`config.mk`:
```
export PLATFORM = sky130hd
export DESIGN_NAME = ce_divider
export DESIGN_NICKNAME = d
export VERILOG_FILES = /design/src/rtl/ce_divider.sv
export SDC_FILE = /design/constraint.sdc
export NUM_CORES = 1
export LEC_CHECK = 0
export BUFFER_PORTS_ARGS = -buffer_cell sky130_fd_sc_hd__buf_2
export CAP_MARGIN = 25
export CORE_MARGIN = 5
export CORE_UTILIZATION = 29
export DETAILED_ROUTE_END_ITERATION = 10
export PLACE_DENSITY = 0.44
export SETUP_SLACK_MARGIN = 0.3
export SYNTH_ARGS = -nofsm -noshare
export SYNTH_HDL_FRONTEND = slang
export SYNTH_SLANG_ARGS = --single-unit
```
`constraint.sdc`:
```
create_clock -name clk_sys -period 2.92 [get_ports clk_sys]
set_input_delay 0.292 -clock clk_sys [delete_from_list [all_inputs] [get_ports clk_sys]]
set_output_delay 0.292 -clock clk_sys [all_outputs]
set_load 0.01 [all_outputs]
```
`src/rtl/ce_divider.sv`:
```
// Multi-channel clock-enable generator: per-channel integer divider or fractional NCO,
// each with a registered one-cycle strobe and a 50 % duty square output.
module ce_divider #(
    parameter int NUM_CH = 2,
    parameter int DIV_W  = 8,
    parameter int FRAC_W = 16
) (
    input  logic                     clk_sys,
    input  logic                     reset,
    input  logic                     en,
    input  logic                     sync,
    input  logic [NUM_CH-1:0]        mode,
    input  logic [NUM_CH*DIV_W-1:0]  div,
    input  logic [NUM_CH*FRAC_W-1:0] inc,
    output logic [NUM_CH-1:0]        ce,
    output logic [NUM_CH-1:0]        sq
);

    genvar gi;
    generate
        for (gi = 0; gi < NUM_CH; gi++) begin : gen_ch
            logic [DIV_W-1:0]  cnt_q, cnt_d;
            logic [FRAC_W-1:0] acc_q, acc_d;
            logic              ce_q, ce_d;
            logic              sq_q, sq_d;
            logic [DIV_W-1:0]  div_i;
            logic [DIV_W-1:0]  last_i;
            logic [FRAC_W-1:0] inc_i;
            logic [FRAC_W:0]   sum_i;

            assign div_i = div[gi*DIV_W +: DIV_W];
            assign inc_i = inc[gi*FRAC_W +: FRAC_W];

            always_comb begin
                // div = 0 behaves as a period of 1, so the terminal count is 0 as well
                last_i = (div_i == '0) ? '0 : div_i - DIV_W'(1);
                sum_i  = {1'b0, acc_q} + {1'b0, inc_i};
                cnt_d  = cnt_q;
                acc_d  = acc_q;
                ce_d   = 1'b0;
                sq_d   = sq_q;
                if (sync) begin
                    cnt_d = '0;
                    acc_d = '0;
                    sq_d  = 1'b0;
                end else if (en) begin
                    if (mode[gi]) begin
                        acc_d = sum_i[FRAC_W-1:0];
                        ce_d  = sum_i[FRAC_W];
                    end else if (cnt_q >= last_i) begin
                        // >= rather than == so a shrunk divisor wraps on the next edge
                        cnt_d = '0;
                        ce_d  = 1'b1;
                    end else begin
                        cnt_d = cnt_q + DIV_W'(1);
                    end
                    sq_d = sq_q ^ ce_d;
                end
            end

            always_ff @(posedge clk_sys or posedge reset) begin
                if (reset) begin
                    cnt_q <= '0;
                    acc_q <= '0;
                    ce_q  <= 1'b0;
                    sq_q  <= 1'b0;
                end else begin
                    cnt_q <= cnt_d;
                    acc_q <= acc_d;
                    ce_q  <= ce_d;
                    sq_q  <= sq_d;
                end
            end

            assign ce[gi] = ce_q;
            assign sq[gi] = sq_q;
        end
    endgenerate

endmodule

```
### After elaboration in Yosys (flattened, before gate mapping)

Index checks and enable logic that the tools add are counted.

| storage, ports and cells | value |
|---|---|
| word-level logic and storage cells | 61 |
| bits in latches | 0 |
| bits in read-only memories | 0 |
| register bits | 52 |
| bits of input ports | 54 |
| memories kept | 0 |
| output and inout port bits | 4 |
| memory bits (writable) | 0 |

| operators by class | value |
|---|---|
| $mul | 0 |
| shift-type cells | 0 |
| $add $sub $neg | 6 |
| order comparisons | 2 |
| divide/modulo/power cells | 0 |
| equal/unequal tests | 2 |
| bitwise gates (word level) | 2 |
| reductions and logical operators | 9 |
| multiplexer cells | 32 |

Operator list:

| operator | count |
|---|---|
| 16-bit 2-to-1 mux | 6 |
| 8-bit 2-to-1 mux | 10 |
| 16-bit by 16-bit adder with 17-bit output | 2 |
| 8-bit by 1-bit adder with 8-bit output, second input constant | 2 |
| 8-bit >= comparator | 2 |
| 8-bit logical NOT | 2 |
| 1-bit 2-to-1 mux | 16 |
| 8-bit by 1-bit subtractor with 8-bit output, second input constant | 2 |
| 2-bit AND reduction | 4 |
| 2-bit nonzero test | 3 |
| 2-bit != test, second input constant | 2 |
| 1-bit bitwise XOR | 2 |

### Longest topological paths before layout

Gate-level depths: netlist (run 1).

| depth | value |
|---|---|
| depth after elaboration | 10 |
| depth in mapped cells | 14 |
| depth with buffers taken out | 13 |

### Worst setup path after synthesis (run 1)

Ideal clock, no wire load.

| timing path | value |
|---|---|
| path type | input-to-reg |
| start point | input port div[0] |
| end point | register gen_ch[0].sq_q |
| setup slack | 0.231 ns |
| data arrival time | 2.565 ns |
| cell stages on the path | 12 |
| cell sequence | inv_1 -> ha_1 -> nand2_1 -> or3_1 -> and2_1 -> ha_1 -> nand2b_1 -> a31oi_1 -> o21ai_0 -> o31a_1 -> nand3_1 -> mux2_2 |

| on the way | value |
|---|---|
| word-level cells in the longest chain between the ends | 10 |
| elaborated cells on any way between the ends | 11 |

Ends and longest elaborated chain:

| what | line | RTL |
|---|---|---|
| from (decl) | 13 | `input logic [NUM_CH*DIV_W-1:0] div,` |
| 8-bit by 1-bit subtractor with 8-bit output or 8-bit logical NOT (tied branches) | 36 | `last_i = (div_i == '0) ? '0 : div_i - DIV_W'(1);` |
| 8-bit 2-to-1 mux * | 36 |  |
| 8-bit >= comparator * | 50 | `end else if (cnt_q >= last_i) begin` |
| 1-bit 2-to-1 mux * | 50 |  |
| 1-bit 2-to-1 mux * | 47 | `if (mode[gi]) begin` |
| 1-bit 2-to-1 mux * | 46 | `end else if (en) begin` |
| 1-bit 2-to-1 mux * | 42 | `if (sync) begin` |
| 1-bit bitwise XOR * | 57 | `sq_d = sq_q ^ ce_d;` |
| 1-bit 2-to-1 mux * | 46 |  |
| 1-bit 2-to-1 mux * | 42 |  |
| to (signal assigned) | 71 | `sq_q <= sq_d;` |
| to (decl) | 25 | `logic sq_q, sq_d;` |

Mark *: on every way between the ends. The rest lies on a longest branch, timed or not. The select of a mux whose other input is x is not followed.
A chain may end at the register's enable or synchronous reset.

### Worst setup path in the final report (run 1)

| timing path | value |
|---|---|
| start point | input port div[10] |
| end point | register gen_ch[1].sq_q |

| on the way | value |
|---|---|
| word-level cells in the longest chain between the ends | 10 |
| elaborated cells on any way between the ends | 11 |

Ends and longest elaborated chain:

| what | line |
|---|---|
| 8-bit by 1-bit subtractor with 8-bit output or 8-bit logical NOT (tied branches) | 36 |
| 8-bit 2-to-1 mux * | 36 |
| 8-bit >= comparator * | 50 |
| 1-bit 2-to-1 mux * | 50 |
| 1-bit 2-to-1 mux * | 47 |
| 1-bit 2-to-1 mux * | 46 |
| 1-bit 2-to-1 mux * | 42 |
| 1-bit bitwise XOR * | 57 |
| 1-bit 2-to-1 mux * | 46 |
| 1-bit 2-to-1 mux * | 42 |
| to (signal assigned) | 71 |
| to (decl) | 25 |

Marked as above.

==> flow_summary.yaml, run 1 <==
status:
  status: "completed"
synth:
  synth_top_area_share: 0.2928
  synth_edf_count: 0
  synth-async-reset-ratio: 1.000
  netlist_instances: 525
  synth_area_leader_cell: "dfrtp_1"
  synth_cell_types: 60
  yosys_warnings: 0
  dominantRegCellSynth: "dfrtp_1"
  synth_seq_area_share: 0.2928
  syn-num-nets: 633
  syn-mean-instance-area_um2: 8.465
  ys_ff_latch: 52
  ys_top_cells_by_area: "dfrtp_1 (29%), ha_1 (15%), o21ai_0 (5.9%), nand2_1 (5.4%), a21oi_1 (4.1%)"
  syn_area_um2: 4444
floorplan:
  die_y_um: 133.8
  fp.dieW_um: 133.8
  boundaryPins: 58
  die-area_um2: 17900
  core_area_um2: 15090
  std_cell_rows: 45
  start_util: 0.2945
cells_and_area:
  syn_to_final_growth_pct: 17.03
  layout_common_cells: "nand2_1 (63), buf_2 (57), dfrtp_1 (52), ha_1 (50), o21ai_0 (48)"
  antennaDiodeCount: 0
  layout-drive-gt1-share: 0.1715
  final_common_cell: "nand2_1"
  final_cell_area_um2: 5201
  post-route-util: 0.3447
  nets: 690
  fill_cells: 1575
drt:
  drtAntennaViolNets: 0
  highest_layer: "met4"
  drc_errors: 0
  drtIter0Drc: 170
  drt-vias-per-instance: 5.147
  drt-wirelength-per-cell_um: 14.73
  dr_wl_met3_um: 275
  drt_wl_total_um: 11360
  first_pass_iters: 4
  wl_met1_um: 5577
  wl_met2_um: 5394
  vias: 3968
placement:
  place_congestion: 0.8271
  portBuffers: 57
  dp_hpwl_um: 8824
  post-place-ws_ns: -0.02367
  post_dp_cell_area_um2: 4992
global_route:
  grt_max_degree: 29
  grt_pass1_wl_um: 18950
  grt_remaining_overflow: 0
  grt_pass1_vias: 3985
  grt_antenna_before_repair: 0
  grtUsageTotal: 0.1271
sta:
  hold_viol: 0
  final.setup.worst_slack_ns: 0.3471
  finalSetupTns_ns: 0
  period_needed_ns: 2.573
  setup_viol: 0
  slew_headroom: 0.5686
  rsz0062_at_grt: "yes"
  tightest_slew_ns: 0.6462
  fmax_mhz: 388.7
  drv_slew: 0
  hold_ws_ns: 0.06999
  finClkSkew_ns: 0.005880
  post-route-period-util: 0.8811
job:
  drv_cap: 0
worst_setup_path:
  crit_slowest_cell: "nor4_1"
  reg2reg_slack_ns: 0.43
  max_stage_delay_ns: 0.52
  setup.worst_path.end: "gen_ch[1].sq_q"
  cp_data_arrival_time_ns: 2.76
  rr_worst_depth: 10
  crit_path_start_kind: "primary input"
  cp-startpoint: "div[10]"
  timing.rr.end: "gen_ch[1].sq_q"
  crit_required_ns: 3.10
  cp.buffers_inverters: 1
  crit_type: "in2reg"
  worstPathMaxFanout: 4
  crit_chain: "buf_2 -> nor4_1 -> nand2b_1 -> xnor2_1 -> nand2_1 -> ha_1 -> nand3_1 -> o211ai_1 -> a211oi_2 -> nor4b_2 -> mux2_1"
  r2r_start: "gen_ch[1].acc_q[0]"
  cp_num_cells: 11
  critPathTopFamily: "simple AND/OR/NAND/NOR gates"
  crit_path_end_kind: "register"
power_and_ir_drop:
  vdd_drop_max_mv: 0.2024
  p_leak_nw: 2.494
  powerDensity_nw_per_um2: 386.6
clock_network:
  cts_tree: "built"
  numCtsBuffers: 5
  clk_pin_slew_worst_paths_ns: 0.07
  clk_path_buf_depth: 2
  post_cts_buffers: 0
  cts_hold_buffers: 0
  cts_root_buf: "clkbuf_16"
  cts.sinks: 52
  clk_latency_ns: 0.30
  htree_levels: 2
worst_hold_path:
  hold_path.class: "in2async"
worst min path at each step:
stage / start / depth (start not counted) / slack (ns) / to
global route: reset / 2 / 0.14 / gen_ch[0].acc_q[0]
finish: reset / 2 / 0.07 / gen_ch[0].acc_q[0]
CTS: reset / 2 / 0.10 / gen_ch[0].acc_q[0]
global placement: reset / 2 / 0.43 / gen_ch[0].acc_q[0]
floorplan: gen_ch[0].cnt_q[7] / 1 / 0.45 / gen_ch[0].cnt_q[7]
detailed placement: reset / 2 / 0.44 / gen_ch[0].acc_q[0]
layer usage:
layer | vias to the layer above | GRT usage
li1 | 2034 | -
met1 | 1880 | 0.1668
met2 | 46 | 0.2195
met3 | 8 | 0.02063
met4 | 0 | 0.02914
met5 | - | 0
final cells by class:
type                    count  area [um2]  area share
inverters                  20       75.07     0.01443
clock inverters             3       23.77    0.004571
multi-input cells         439        3103      0.5966
well taps                 188       235.2     0.04522
flip-flops and latches     52        1301      0.2502
repair buffers             64       337.8     0.06495
clock buffers               5       125.1     0.02406
synthesized netlist by cell type, drive strengths merged, types with 4 or more instances:
library cell  number
nand2             64
dfrtp             52
a211o              4
mux2               5
nand2b            18
and3               7
a31oi              5
a211oi             7
ha                52
a21oi             36
xnor2             17
o21ai             52
xor2              12
nor3               8
clkbuf             9
o211ai             8
a21o              13
or3                5
o31ai              5
and2               5
inv               20
nor2b             10
o21a               6
nor2              29
nand4              5
buf                5
nand3             17
kinds of logic (layout without fill, tap and decap cells):
| group | after synthesis | after routing | share of synthesized area |
|---|---|---|---|
| AOI/OAI and AO/OA | 163 | 163 | 0.2342 |
| xor gates and xnor gates | 29 | 29 | 0.05715 |
| and+or+nand+nor | 185 | 185 | 0.2072 |
| adders and majority gates | 54 | 54 | 0.1554 |
| buffers and inverters | 34 | 92 | 0.03378 |
| muxes | 8 | 8 | 0.01943 |
| DFF | 52 | 52 | 0.2928 |
flip-flops by register name (all words and copies together) (netlist names):
| signal | cells |
|---|---|
| gen_ch.acc_q | 32 |
| gen_ch.ce_q | 2 |
| gen_ch.cnt_q | 16 |
| gen_ch.sq_q | 2 |
per-stage QoR:
stage | power [mW] | instances
after CTS | 2.040 | 771
final | 2.011 | 771
after floorplan | 1.228 | 525
after detailed placement | 1.398 | 763
after global routing | 2.156 | 771
after global placement | 1.388 | 763
power by group:
group / internal (mW) / total (mW) / switching [mW]
clock: 0.320 / 0.615 / 0.295
combinational: 0.263 / 0.606 / 0.343
sequential: 0.763 / 0.790 / 0.0273
repair_timing:
action / in CTS / in global routing
pin swaps: 0 / 5
resized for setup: 2 / 11
setup endpoints to repair: 2 / 10
Power figures use the tool's default switching activity.
==> inputs of run 2 (changes only) <==
- BUFFER_PORTS_ARGS: -buffer_cell sky130_fd_sc_hd__buf_2 -> not set
- DONT_BUFFER_PORTS: not set -> 1
- PLACE_DENSITY: 0.44 -> not set
- PLACE_DENSITY_LB_ADDON: not set -> 0.25
==> flow_summary.yaml, run 2 (synthesis results as in run 1) <==
status:
  status: "completed"
drt:
  drt_wl_total_um: 11120
  vias: 3828
  first_pass_iters: 4
  highest_layer: "met4"
  dr_wl_met3_um: 527
  drtAntennaViolNets: 0
  wl_met2_um: 5438
  wl_met1_um: 5052
  drt-vias-per-instance: 5.346
  drtIter0Drc: 226
  drt-wirelength-per-cell_um: 15.53
  drc_errors: 0
floorplan:
  boundaryPins: 58
  die-area_um2: 17900
  die_y_um: 133.8
  core_area_um2: 15090
  std_cell_rows: 45
  start_util: 0.2945
  fp.dieW_um: 133.8
worst_setup_path:
  worstPathMaxFanout: 3
  r2r_start: "gen_ch[1].acc_q[0]"
  cp-startpoint: "gen_ch[1].acc_q[0]"
  crit_required_ns: 3.10
  crit_path_end_kind: "register"
  cp_data_arrival_time_ns: 2.64
  crit_type: "reg2reg"
  crit_path_start_kind: "register"
sta:
  finalSetupTns_ns: 0
  hold_viol: 0
  period_needed_ns: 2.462
  setup_viol: 0
  post-route-period-util: 0.8430
  slew_headroom: 0.5087
  tightest_slew_ns: 0.7369
  final.setup.worst_slack_ns: 0.4584
  rsz0062_at_grt: "no"
  finClkSkew_ns: 0.006810
  fmax_mhz: 406.2
  drv_slew: 0
placement:
  post-place-ws_ns: 0.1506
  portBuffers: 0
  place_congestion: 0.8306
  dp_hpwl_um: 8738
cells_and_area:
  largestRegisters: "gen_ch.acc_q x32, gen_ch.cnt_q x16"
  largest_reg_flops: 32
  antennaDiodeCount: 0
  fill_cells: 1548
  final_common_cell: "nand2_1"
  layout-drive-gt1-share: 0.07386
  nets: 635
  ff_latch_area_um2: 1301
  syn_to_final_growth_pct: 10.30
  multi_input_area_um2: 3074
  layout_common_cells: "nand2_1 (63), dfrtp_1 (52), ha_1 (50), o21ai_0 (49), a21oi_1 (35)"
  top_register: "gen_ch.acc_q"
global_route:
  grt_remaining_overflow: 0
  grt_pass1_vias: 3810
  grt_antenna_before_repair: 0
  grtUsageTotal: 0.1228
  grt_max_degree: 21
  grt_pass1_wl_um: 18180
clock_network:
  cts.sinks: 52
  cts_tree: "built"
  numCtsBuffers: 5
  clk_path_buf_depth: 2
  clk_pin_slew_worst_paths_ns: 0.07
  cts_root_buf: "clkbuf_16"
  htree_levels: 2
  clk_latency_ns: 0.30
power_and_ir_drop:
  powerDensity_nw_per_um2: 399.4
  vdd_drop_max_mv: 0.2122
  p_leak_nw: 2.272
worst_hold_path:
  min-delay-start: "sync"
  hold_path.class: "in2reg"
job:
  drv_cap: 0
run 2: timing repair:
action                                 in CTS  in global routing
setup endpoints to repair                   1                  4
resized for setup                           2                  4
hold buffers                                1                  0
endpoints found under the hold margin      18                  0
pin swaps                                   2                  1
buffers inserted                            1                  0
run 2: where the power goes:
part	switching [mW]	leakage, nW	internal (mW)
clock	0.281	0.0712	0.344
combinational	0.305	1.49	0.234
sequential	0.0315	0.710	0.763
total	0.617	2.27	1.34
run 2: routing by layer:
metal	vias to the layer above	track usage
li1	1923	-
met1	1827	0.1471
met2	70	0.2193
met3	8	0.03113
met4	0	0.03143
met5	-	0
run 2: cell type report:
cell class | instances | share of cell area
Tap cell | 188 | 0.04798
Inverter | 20 | 0.01531
Clock buffer | 8 | 0.02986
Sequential cell | 52 | 0.2654
Multi-Input combinational cell | 439 | 0.6271
Timing Repair Buffer | 9 | 0.01429
run 2: final timing paths:
| path | endpoint | slack (ns) | cells after the start |
|---|---|---|---|
| min in group asynchronous | gen_ch[0].acc_q[0] | 0.49 | 2 |
| worst max-delay path | gen_ch[1].sq_q | 0.46 | 10 |
| max in group asynchronous | gen_ch[1].cnt_q[2] | 1.78 | 3 |
| worst min register to register | gen_ch[0].acc_q[10] | 0.49 | 2 |
| worst max register to register | gen_ch[1].sq_q | 0.46 | 10 |
| worst min-delay path | gen_ch[0].cnt_q[1] | 0.05 | 1 |
run 2: through the flow:
stage / power (mW) / area, um2 / std cells / util / hold WS, ns
after floorplan: 1.228 / 4496 / 525 / - / 0.4517
after global routing: 2.090 / 4902 / 716 / 0.3249 / 0.04612
after global placement: 1.330 / 4707 / 706 / 0.3119 / 0.2512
after detailed placement: 1.340 / 4707 / 706 / 0.3119 / 0.2633
final: 1.958 / 4902 / 716 / 0.3249 / 0.05273
after CTS: 1.986 / 4876 / 716 / 0.3231 / 0.03919
run 2: critical path: stages (launching register included):
cell       delay [ns]
dfrtp_1          0.36
ha_1             0.17
inv_1            0.06
fa_1             0.38
nand2b_4         0.18
a21oi_4          0.13
a2111oi_1        0.08
buf_4            0.16
o21a_1           0.22
nor4b_2          0.25
mux2_1           0.35
